<file path="config.mk">
export PLATFORM = sky130hd
export DESIGN_NAME = key_uart_tx
export DESIGN_NICKNAME = d
export VERILOG_FILES = /design/src/rtl/key_uart_pkg.sv /design/src/rtl/key_fifo.sv /design/src/rtl/key_uart_tx.sv
export SDC_FILE = /design/constraint.sdc
export NUM_CORES = 1
export LEC_CHECK = 0
export ABC_AREA = 1
export CAP_MARGIN = 10
export CORE_MARGIN = 2
export CORE_UTILIZATION = 36
export CTS_CLUSTER_DIAMETER = 30
export CTS_CLUSTER_SIZE = 24
export DETAILED_ROUTE_END_ITERATION = 8
export GPL_ROUTABILITY_DRIVEN = 0
export SLEW_MARGIN = 20
export SYNTH_ARGS = -nofsm -noshare
export SYNTH_HDL_FRONTEND = slang
export SYNTH_SLANG_ARGS = --single-unit
export TNS_END_PERCENT = 50
</file>
<file path="constraint.sdc">
create_clock -name clk -period 1.7 [get_ports clk]
set_input_delay 0.17 -clock clk [delete_from_list [all_inputs] [get_ports clk]]
set_output_delay 0.17 -clock clk [all_outputs]
set_load 0.02 [all_outputs]
</file>
<file path="src/rtl/key_uart_pkg.sv">
// key_uart_pkg -- shared definitions for the keystroke UART transmitter.
//
// Contents:
//   tx_state_t   transmitter FSM state encoding
//   FRAME_BITS   bit times per frame (start + 8 data [+ parity] + stop)
//   calc_div     clock cycles per bit from CLK_HZ and BAUD (truncated)
//   even_parity  even-parity bit of one data byte
//
// Optional feature macro: UART_PARITY_EN (adds the even-parity bit).
package key_uart_pkg;

`ifdef UART_PARITY_EN
    typedef enum logic [2:0] {
        ST_IDLE   = 3'd0,
        ST_START  = 3'd1,
        ST_DATA   = 3'd2,
        ST_PARITY = 3'd3,
        ST_STOP   = 3'd4
    } tx_state_t;

    localparam int FRAME_BITS = 11;
`else
    typedef enum logic [2:0] {
        ST_IDLE  = 3'd0,
        ST_START = 3'd1,
        ST_DATA  = 3'd2,
        ST_STOP  = 3'd4
    } tx_state_t;

    localparam int FRAME_BITS = 10;
`endif

    // Integer division truncates, matching the bit-period definition.
    function automatic int calc_div(input int clk_hz, input int baud);
        return clk_hz / baud;
    endfunction

    // XOR of all data bits: 1 when the byte holds an odd number of ones.
    function automatic logic even_parity(input logic [7:0] b);
        return ^b;
    endfunction

endpackage

</file>
<file path="src/rtl/key_fifo.sv">
// key_fifo -- synchronous byte FIFO with wrap-bit pointers.
//
// Ports:
//   clk    in   system clock, rising edge
//   rst_n  in   asynchronous active-low reset, clears both pointers
//   push   in   write din this edge (ignored while full)
//   pop    in   advance the read pointer this edge (ignored while empty)
//   din    in   [7:0] byte to write
//   dout   out  [7:0] head entry (valid while !empty)
//   full   out  DEPTH entries held
//   empty  out  no entries held
//
// DEPTH must be a power of two >= 2 so the index bits wrap naturally.
module key_fifo #(
    parameter int DEPTH = 8
) (
    input  logic       clk,
    input  logic       rst_n,
    input  logic       push,
    input  logic       pop,
    input  logic [7:0] din,
    output logic [7:0] dout,
    output logic       full,
    output logic       empty
);

    localparam int AW = $clog2(DEPTH);

    logic [AW:0] wr_ptr_r;
    logic [AW:0] rd_ptr_r;
    logic [7:0]  mem_r [DEPTH];
    logic        do_push_s;
    logic        do_pop_s;

    // Same index with different wrap bits means the writer lapped the reader.
    assign full  = (wr_ptr_r[AW-1:0] == rd_ptr_r[AW-1:0]) && (wr_ptr_r[AW] != rd_ptr_r[AW]);
    assign empty = (wr_ptr_r == rd_ptr_r);
    assign dout  = mem_r[rd_ptr_r[AW-1:0]];

    assign do_push_s = push && !full;
    assign do_pop_s  = pop && !empty;

    // Pointer update; push and pop on the same edge both take effect.
    always_ff @(posedge clk or negedge rst_n) begin
        if (!rst_n) begin
            wr_ptr_r <= {(AW+1){1'b0}};
            rd_ptr_r <= {(AW+1){1'b0}};
        end else begin
            if (do_push_s) begin
                wr_ptr_r <= wr_ptr_r + {{AW{1'b0}}, 1'b1};
            end
            if (do_pop_s) begin
                rd_ptr_r <= rd_ptr_r + {{AW{1'b0}}, 1'b1};
            end
        end
    end

    // Storage array; contents are only meaningful between the pointers.
    always_ff @(posedge clk) begin
        if (do_push_s) begin
            mem_r[wr_ptr_r[AW-1:0]] <= din;
        end
    end

endmodule

</file>
<file path="src/rtl/key_uart_tx.sv">
// key_uart_tx -- buffered 8N1 (or 8E1) UART transmitter for keystroke bytes.
//
// Parameters: CLK_HZ (system clock Hz), BAUD (bit rate), FIFO_DEPTH (bytes).
// Ports:
//   clk    in   system clock, rising edge
//   reset  in   asynchronous active-low reset; aborts any frame, empties FIFO
//   data   in   [7:0] keystroke byte
//   valid  in   data holds a byte to accept
//   ready  out  byte accepted on this edge if valid (equals !fifo_full)
//   tx     out  serial line, idle high, registered
//   busy   out  frame in progress or bytes still queued
//
// Optional feature macro: UART_PARITY_EN (even-parity bit between data and stop).
module key_uart_tx
    import key_uart_pkg::*;
#(
    parameter int CLK_HZ     = 24000000,
    parameter int BAUD       = 9600,
    parameter int FIFO_DEPTH = 8
) (
    input  logic       clk,
    input  logic       reset,
    input  logic [7:0] data,
    input  logic       valid,
    output logic       ready,
    output logic       tx,
    output logic       busy
);

    localparam int               DIV       = calc_div(CLK_HZ, BAUD);
    localparam int               CNT_W     = $clog2(DIV);
    localparam logic [CNT_W-1:0] BAUD_LAST = CNT_W'(DIV - 1);

    tx_state_t        state_r;
    logic [CNT_W-1:0] baud_cnt_r;
    logic [2:0]       bit_idx_r;
    logic [7:0]       shift_r;
    logic             tx_r;

    logic             fifo_full_s;
    logic             fifo_empty_s;
    logic [7:0]       fifo_dout_s;
    logic             push_s;
    logic             pop_s;
    logic             bit_end_s;

    key_fifo #(
        .DEPTH (FIFO_DEPTH)
    ) u_fifo (
        .clk   (clk),
        .rst_n (reset),
        .push  (push_s),
        .pop   (pop_s),
        .din   (data),
        .dout  (fifo_dout_s),
        .full  (fifo_full_s),
        .empty (fifo_empty_s)
    );

    assign ready     = !fifo_full_s;
    assign push_s    = valid && !fifo_full_s;
    assign bit_end_s = (baud_cnt_r == BAUD_LAST);
    assign busy      = (state_r != ST_IDLE) || !fifo_empty_s;
    assign tx        = tx_r;

    // Pop decision: from IDLE, or straight out of the last stop cycle so
    // back-to-back frames have no idle gap between them.
    always_comb begin
        pop_s = 1'b0;
        if (!fifo_empty_s) begin
            if (state_r == ST_IDLE) begin
                pop_s = 1'b1;
            end else if ((state_r == ST_STOP) && bit_end_s) begin
                pop_s = 1'b1;
            end else begin
                pop_s = 1'b0;
            end
        end else begin
            pop_s = 1'b0;
        end
    end

    // Transmitter FSM; tx is registered and changes on the state-entry edge.
    always_ff @(posedge clk or negedge reset) begin
        if (!reset) begin
            state_r    <= ST_IDLE;
            baud_cnt_r <= {CNT_W{1'b0}};
            bit_idx_r  <= 3'd0;
            shift_r    <= 8'h00;
            tx_r       <= 1'b1;
        end else begin
            case (state_r)
                ST_IDLE: begin
                    if (pop_s) begin
                        shift_r    <= fifo_dout_s;
                        baud_cnt_r <= {CNT_W{1'b0}};
                        bit_idx_r  <= 3'd0;
                        tx_r       <= 1'b0;
                        state_r    <= ST_START;
                    end else begin
                        tx_r <= 1'b1;
                    end
                end
                ST_START: begin
                    if (bit_end_s) begin
                        baud_cnt_r <= {CNT_W{1'b0}};
                        bit_idx_r  <= 3'd0;
                        tx_r       <= shift_r[0];
                        state_r    <= ST_DATA;
                    end else begin
                        baud_cnt_r <= baud_cnt_r + CNT_W'(1);
                    end
                end
                ST_DATA: begin
                    if (bit_end_s) begin
                        baud_cnt_r <= {CNT_W{1'b0}};
                        if (bit_idx_r == 3'd7) begin
`ifdef UART_PARITY_EN
                            tx_r    <= even_parity(shift_r);
                            state_r <= ST_PARITY;
`else
                            tx_r    <= 1'b1;
                            state_r <= ST_STOP;
`endif
                        end else begin
                            // Shift register is left intact so parity can use it.
                            bit_idx_r <= bit_idx_r + 3'd1;
                            tx_r      <= shift_r[bit_idx_r + 3'd1];
                        end
                    end else begin
                        baud_cnt_r <= baud_cnt_r + CNT_W'(1);
                    end
                end
`ifdef UART_PARITY_EN
                ST_PARITY: begin
                    if (bit_end_s) begin
                        baud_cnt_r <= {CNT_W{1'b0}};
                        tx_r       <= 1'b1;
                        state_r    <= ST_STOP;
                    end else begin
                        baud_cnt_r <= baud_cnt_r + CNT_W'(1);
                    end
                end
`endif
                ST_STOP: begin
                    if (bit_end_s) begin
                        baud_cnt_r <= {CNT_W{1'b0}};
                        bit_idx_r  <= 3'd0;
                        if (pop_s) begin
                            shift_r <= fifo_dout_s;
                            tx_r    <= 1'b0;
                            state_r <= ST_START;
                        end else begin
                            tx_r    <= 1'b1;
                            state_r <= ST_IDLE;
                        end
                    end else begin
                        baud_cnt_r <= baud_cnt_r + CNT_W'(1);
                    end
                end
                default: begin
                    state_r    <= ST_IDLE;
                    baud_cnt_r <= {CNT_W{1'b0}};
                    bit_idx_r  <= 3'd0;
                    tx_r       <= 1'b1;
                end
            endcase
        end
    end

endmodule

</file>
* After elaboration in Yosys (flattened, before gate mapping) *
Memory sizes are Yosys's and may differ from the RTL's.
Cells that the tools add are included.

operators by class
  $lt $le $gt $ge = 1
  $add $sub $neg = 4
  reduce and logical (&&, ||, !) cells = 17
  muxes and demuxes = 31
  equal/unequal tests = 15

operators with widths
  kind                     number
  $mux W3                  9
  $mux W12                 2
  $pmux W12 S2             1
  $mux W8                  2
  $pmux W8 S2              1
  $add A12 B1 Y12 const B  1
  $eq A12 B12 Y1 const B   1
  $mux W1                  12
  $pmux W3 S4              1
  $ne A2 B2 Y1 const B     5
  $pmux W3 S3              1
  $add A4 B1 Y4 const B    2
  $eq A3 B3 Y1 const B     2
  $logic_and A1 B1 Y1      5
  $reduce_and A5 Y1        1
  $eq A4 B4 Y1             1
  $lt A3 B4 Y1 const B     1
  $ne A2 B1 Y1 const B     2
  $pmux W1 S4              1
  $reduce_and A4 Y1        1
  $add A3 B1 Y3 const B    1
  $bmux W1 S3              1
  $eq A3 B1 Y1 const B     1
  $eq A3 B2 Y1 const B     1
  11 further kinds         12

word-level totals
  memories = 1
  flip-flop bits (word level) = 35
  output and inout port bits = 3
  bits in writable memories = 64

memory list
  memory        words  bits a word  read ports  clocked after memory_dff  wr ports  RTL line        RTL
  u_fifo.mem_r  8      8            1           0                         1         key_fifo.sv:31  logic [7:0] mem_r [DEPTH];

* Longest topological paths before layout *
  depth after elaboration = 8
  depth in mapped cells = 10
  gate-level depth less buffers = 10

* Modules after synthesis *
From an unflattened synthesis, not the netlist that was laid out.

unflattened totals
  cell total of the unflattened synthesis = 475
  area total of the unflattened synthesis = 4,578.1 um^2

modules (own cells, without submodules)
  module       cells an instance  seq. area each (um^2)  area each (um^2)  times used
  key_fifo     269                2,122.0                3,044.2           1
  key_uart_tx  206                676.9                  1,534.0           1

* Worst setup path after synthesis *
No wires, ideal clock.

  path kind = register -> register
  start = register u_fifo.rd_ptr_r[1]
  end = memory u_fifo.mem_r[0][0], enable pin
  stages on the path, launching flop included = 8
  buffers on the path = 1
  arrival time = 1,709 ps
  path slack = -379 ps
  required time = 1,330 ps
  setup time = 370 ps
  path through = dfrtp_1 buf_6 xor2_1 nor2_2 nand3b_1 nand2_2 or2_4 nor2_1

between the ends
  longest elaborated chain between the ends = 7

RTL lines
  element                            RTL line           RTL
  start: declaration                 key_fifo.sv:30     logic [AW:0] rd_ptr_r;
  start signal: assignment           key_fifo.sv:47     rd_ptr_r <= {(AW+1){1'b0}};
  start signal: assignment           key_fifo.sv:53     rd_ptr_r <= rd_ptr_r + {{AW{1'b0}}, 1'b1};
  $eq A3 B3 Y1 (*)                   key_fifo.sv:36     assign full = (wr_ptr_r[AW-1:0] == rd_ptr_r[AW-1:0]) && (wr_ptr_r[AW] != rd_ptr_r[AW]);
  $logic_and A1 B1 Y1 (*)            key_fifo.sv:36
  $logic_not A1 Y1 (*)               n/a
  named net ready                    key_uart_tx.sv:25  output logic ready,
  $logic_and A1 B1 Y1                key_uart_tx.sv:61  assign push_s = valid && !fifo_full_s;
  $logic_and A1 B1 Y1 (*)            key_fifo.sv:40     assign do_push_s = push && !full;
  $mux W1 (*)                        key_fifo.sv:60     if (do_push_s) begin
  $mux W1 (not written as such) (*)  key_fifo.sv:61     mem_r[wr_ptr_r[AW-1:0]] <= din;
  end: declaration                   key_fifo.sv:31

The timed path passes the listed nets; every way through them passes the cells marked *.

* Worst setup path in the final report *
  start = register u_fifo.rd_ptr_r[0]
  end = memory u_fifo.mem_r[4][6], enable pin

between the ends
  longest elaborated chain between the ends = 7

RTL lines
  element                            RTL line
  $eq A3 B3 Y1 (*)                   key_fifo.sv:36
  $logic_and A1 B1 Y1 (*)            key_fifo.sv:36
  $logic_not A1 Y1 (*)               key_fifo.sv:40, key_uart_tx.sv:61
  $logic_and A1 B1 Y1                key_uart_tx.sv:61
  $logic_and A1 B1 Y1 (*)            key_fifo.sv:40
  $mux W1 (*)                        key_fifo.sv:60
  $mux W1 (not written as such) (*)  key_fifo.sv:61

Every way passes the cells marked *; elsewhere a longest branch is shown, timed or not.

==> impl_results.md <==
* Commonest non-fill, non-tap cell in the layout: nand2_1
* Synth Area per Inst at 10.2 sq um
* Least-Margin Pin Slew at 0.458 ns
* Core area at 12500 sq um
* NumNets Final at 511
* Leakage at 2.24 nW
* Die Height at 117 um
* Worst path bufs/invs at 0
* DRC viols at 0
* Number of placed instances, taps included at 651
* Synth-to-Final Area Change at 21.1%
* DPL Wire Length at 7140 um
* Final Instance Area at 5530 sq um
* Cell Rows at 41
* Power Density at 1060 nW/um^2
* Final setup fails at 32
* Yosys warns at 0
* Worst Setup End Kind: flop
* CTS clock-pin slew for the worst setup and hold paths at 0.08 ns
* Yosys cell types at 33
* Mapped Area at 4570 sq um
* Maximum root-to-sink buffer count at 2
* CP cell instances: xor2_1 > nor2_2 > nand3b_1 > nand2_2 > or2_4 > nor2_4
* Root Buffer: clkbuf_16
* CTS Sinks at 99
* Vias per cell at 4.88
* Most frequent cells in the layout: 91 x nand2_1, 64 x edfxtp_1, 46 x nor2_1
* Final worst setup slack at -0.0419 ns
* Iteration-0 DRC Markers at 229
* Post-synthesis sequential area ratio at 61.3%
* Synth Flop Type: edfxtp_1
* Clk_skew at 0.0113 ns
* Drt pass-1 iters at 5
* WP data arrival at 1.77 ns
* Crit path required time at 1.73 ns
* DR vias at 3281
* Post-Synthesis Net Count at 465
* Synth Instances at 449
* Fin crit share at 102%
* Post-synth EDFFs at 64
* RSZ-0062 raised after global routing: true
* Placed Area at 5140 sq um
* I/O Buffers at 13
* Starting Density at 36.5%
* CTS tree: done
* Worst slew margin at 69.2%
* Worst-Skew Late Latency at 0.34 ns
* Largest net degree at the start of global routing at 36
* Die width at 117 um
* Crit path launch type: flop
* Pins over their slew limit at 0
* Num CTS Buffers at 9
* CTS HTree Levels at 3
* Vias in the first global route at 3421
* Post-layout min period at 1.74 ns
* Diode count at 0
* Overall Global Routing Usage at 16.0%
* Setup CP Type: reg2reg
* F_max at 574 MHz
* Ys async rst share at 35.4%
* CP max-delay cell: dfrtp_1
* Status: finished, violations left
* Yosys reg bits at 99
* Post-Layout Cell Count at 672
* Hold Crit Class: in2async
* Initial antenna violation count at 0
* Total gr overflow at 0
* Largest stage delay on the critical path at 0.41 ns
* First-pass GRT wire length at 16600 um
* Delay-heaviest family, CP: simple AND/OR/NAND/NOR gates
* Max cap viols at 0
* Die area at 13600 sq um
* Detailed Route WL at 9890 um
* Worst IR Drop VDD at 737 uV
* Failing checks: negative setup slack
* Layout cells sized above 1 at 20.4%
* ANT nets after route at 0
* Routed WL per cell at 14.7 um
* Fin. Hold Viols at 0
* IO Count at 14
* Crit-path max FO at 8
cell usage after synthesis (5+ instances only):
cell	count	area [sq um]
nor3_1	5	25.0
nand4_1	11	68.8
o21ai_2	11	96.3
inv_1	34	128
nand3_1	22	110
buf_2	6	30.0
edfxtp_1	64	1920
ha_1	5	62.6
nand2_1	92	345
o21ai_0	40	200
dfrtp_1	34	851
o22ai_1	16	100
xor2_1	7	61.3
inv_2	7	26.3
nor2_1	55	206
report_power, final:
part	internal, W	switching [W]	total, W
Sequential	0.00283	0.0000749	0.00290
Combinational	0.000291	0.000559	0.000850
Clock	0.00118	0.000953	0.00214
Total	0.00430	0.00159	0.00589
through the flow:
stage | utilization (%) | TNS (ns) | hold WS, ns | setup WS, ns | power [W]
floorplan | - | -10.17 | -0.126 | -0.168 | 0.00343
global placement | 41.1 | -0.263 | 0.130 | -0.0220 | 0.00374
detailed placement | 41.1 | -0.660 | 0.131 | -0.0352 | 0.00376
CTS | 43.8 | -0.179 | 0.300 | -0.0169 | 0.00592
global route | 44.2 | -6.40 | 0.326 | -0.149 | 0.00615
finish | 44.2 | -0.905 | 0.286 | -0.0419 | 0.00589
state kept, by name, indices dropped and copies added, names as in the netlist:
register / flops
shift_r: 8
tx: 1
u_fifo.mem_r: 64
u_fifo.wr_ptr_r: 4
u_fifo.rd_ptr_r: 4
bit_idx_r: 3
state_r: 3
baud_cnt_r: 12
final timing paths:
check | slack, ns | from | to | cells past startpoint
min in group clk | 0.49 | shift_r[2] | shift_r[2] | 2
worst min-delay path | 0.29 | reset | baud_cnt_r[3] | 2
worst max register to register | -0.04 | u_fifo.rd_ptr_r[0] | u_fifo.mem_r[4][6] | 6
worst max-delay path | -0.04 | u_fifo.rd_ptr_r[0] | u_fifo.mem_r[4][6] | 6
max in group asynchronous | 0.90 | reset | tx | 3
worst min register to register | 0.49 | shift_r[2] | shift_r[2] | 2
per-layer routing:
metal / vias to the layer above / wire, um / track usage, %
li1: 1622 / - / -
met1: 1566 / 4170 / 18.8
met2: 70 / 5180 / 28.4
met3: 23 / 303 / 3.43
met4: 0 / 240 / 6.98
met5: - / 0 / 0
timing repair:
item / 4_1_cts / 5_1_grt
gates resized for setup: 9 / 11
setup buffers: 2 / 2
pin swaps: 1 / 2
setup endpoints to repair: 58 / 70
hold buffers: 1 / 0
hold endpoints to repair: 16 / 0
logic make-up after synthesis:
logic type / after synthesis / synth area share (%)
AND/OR/NAND/NOR: 206 / 20.5
adder cells (fa/ha/maj): 5 / 1.37
buffers and inverters: 55 / 5.34
AO/OA/AOI/OAI: 75 / 9.81
XOR/XNOR: 9 / 1.73
flip-flops: 99 / 61.3
worst register-to-register path, delay by kind of cell, from the launching register on:
kind          cells  cell delay (ns)
simple gates      5             0.84
flops             1             0.41
xor+xnor          1             0.18
final cells by class:
cell class | count | area [sq um]
timing repair buffer | 49 | 447
inverter | 41 | 154
sequential | 99 | 2800
multi-input combinational | 295 | 1600
clock buffer | 9 | 225
fill | 1219 | 6990
clock inverter | 7 | 91.3
tap | 172 | 215
No activity file was read; power rests on OpenSTA's default activity.
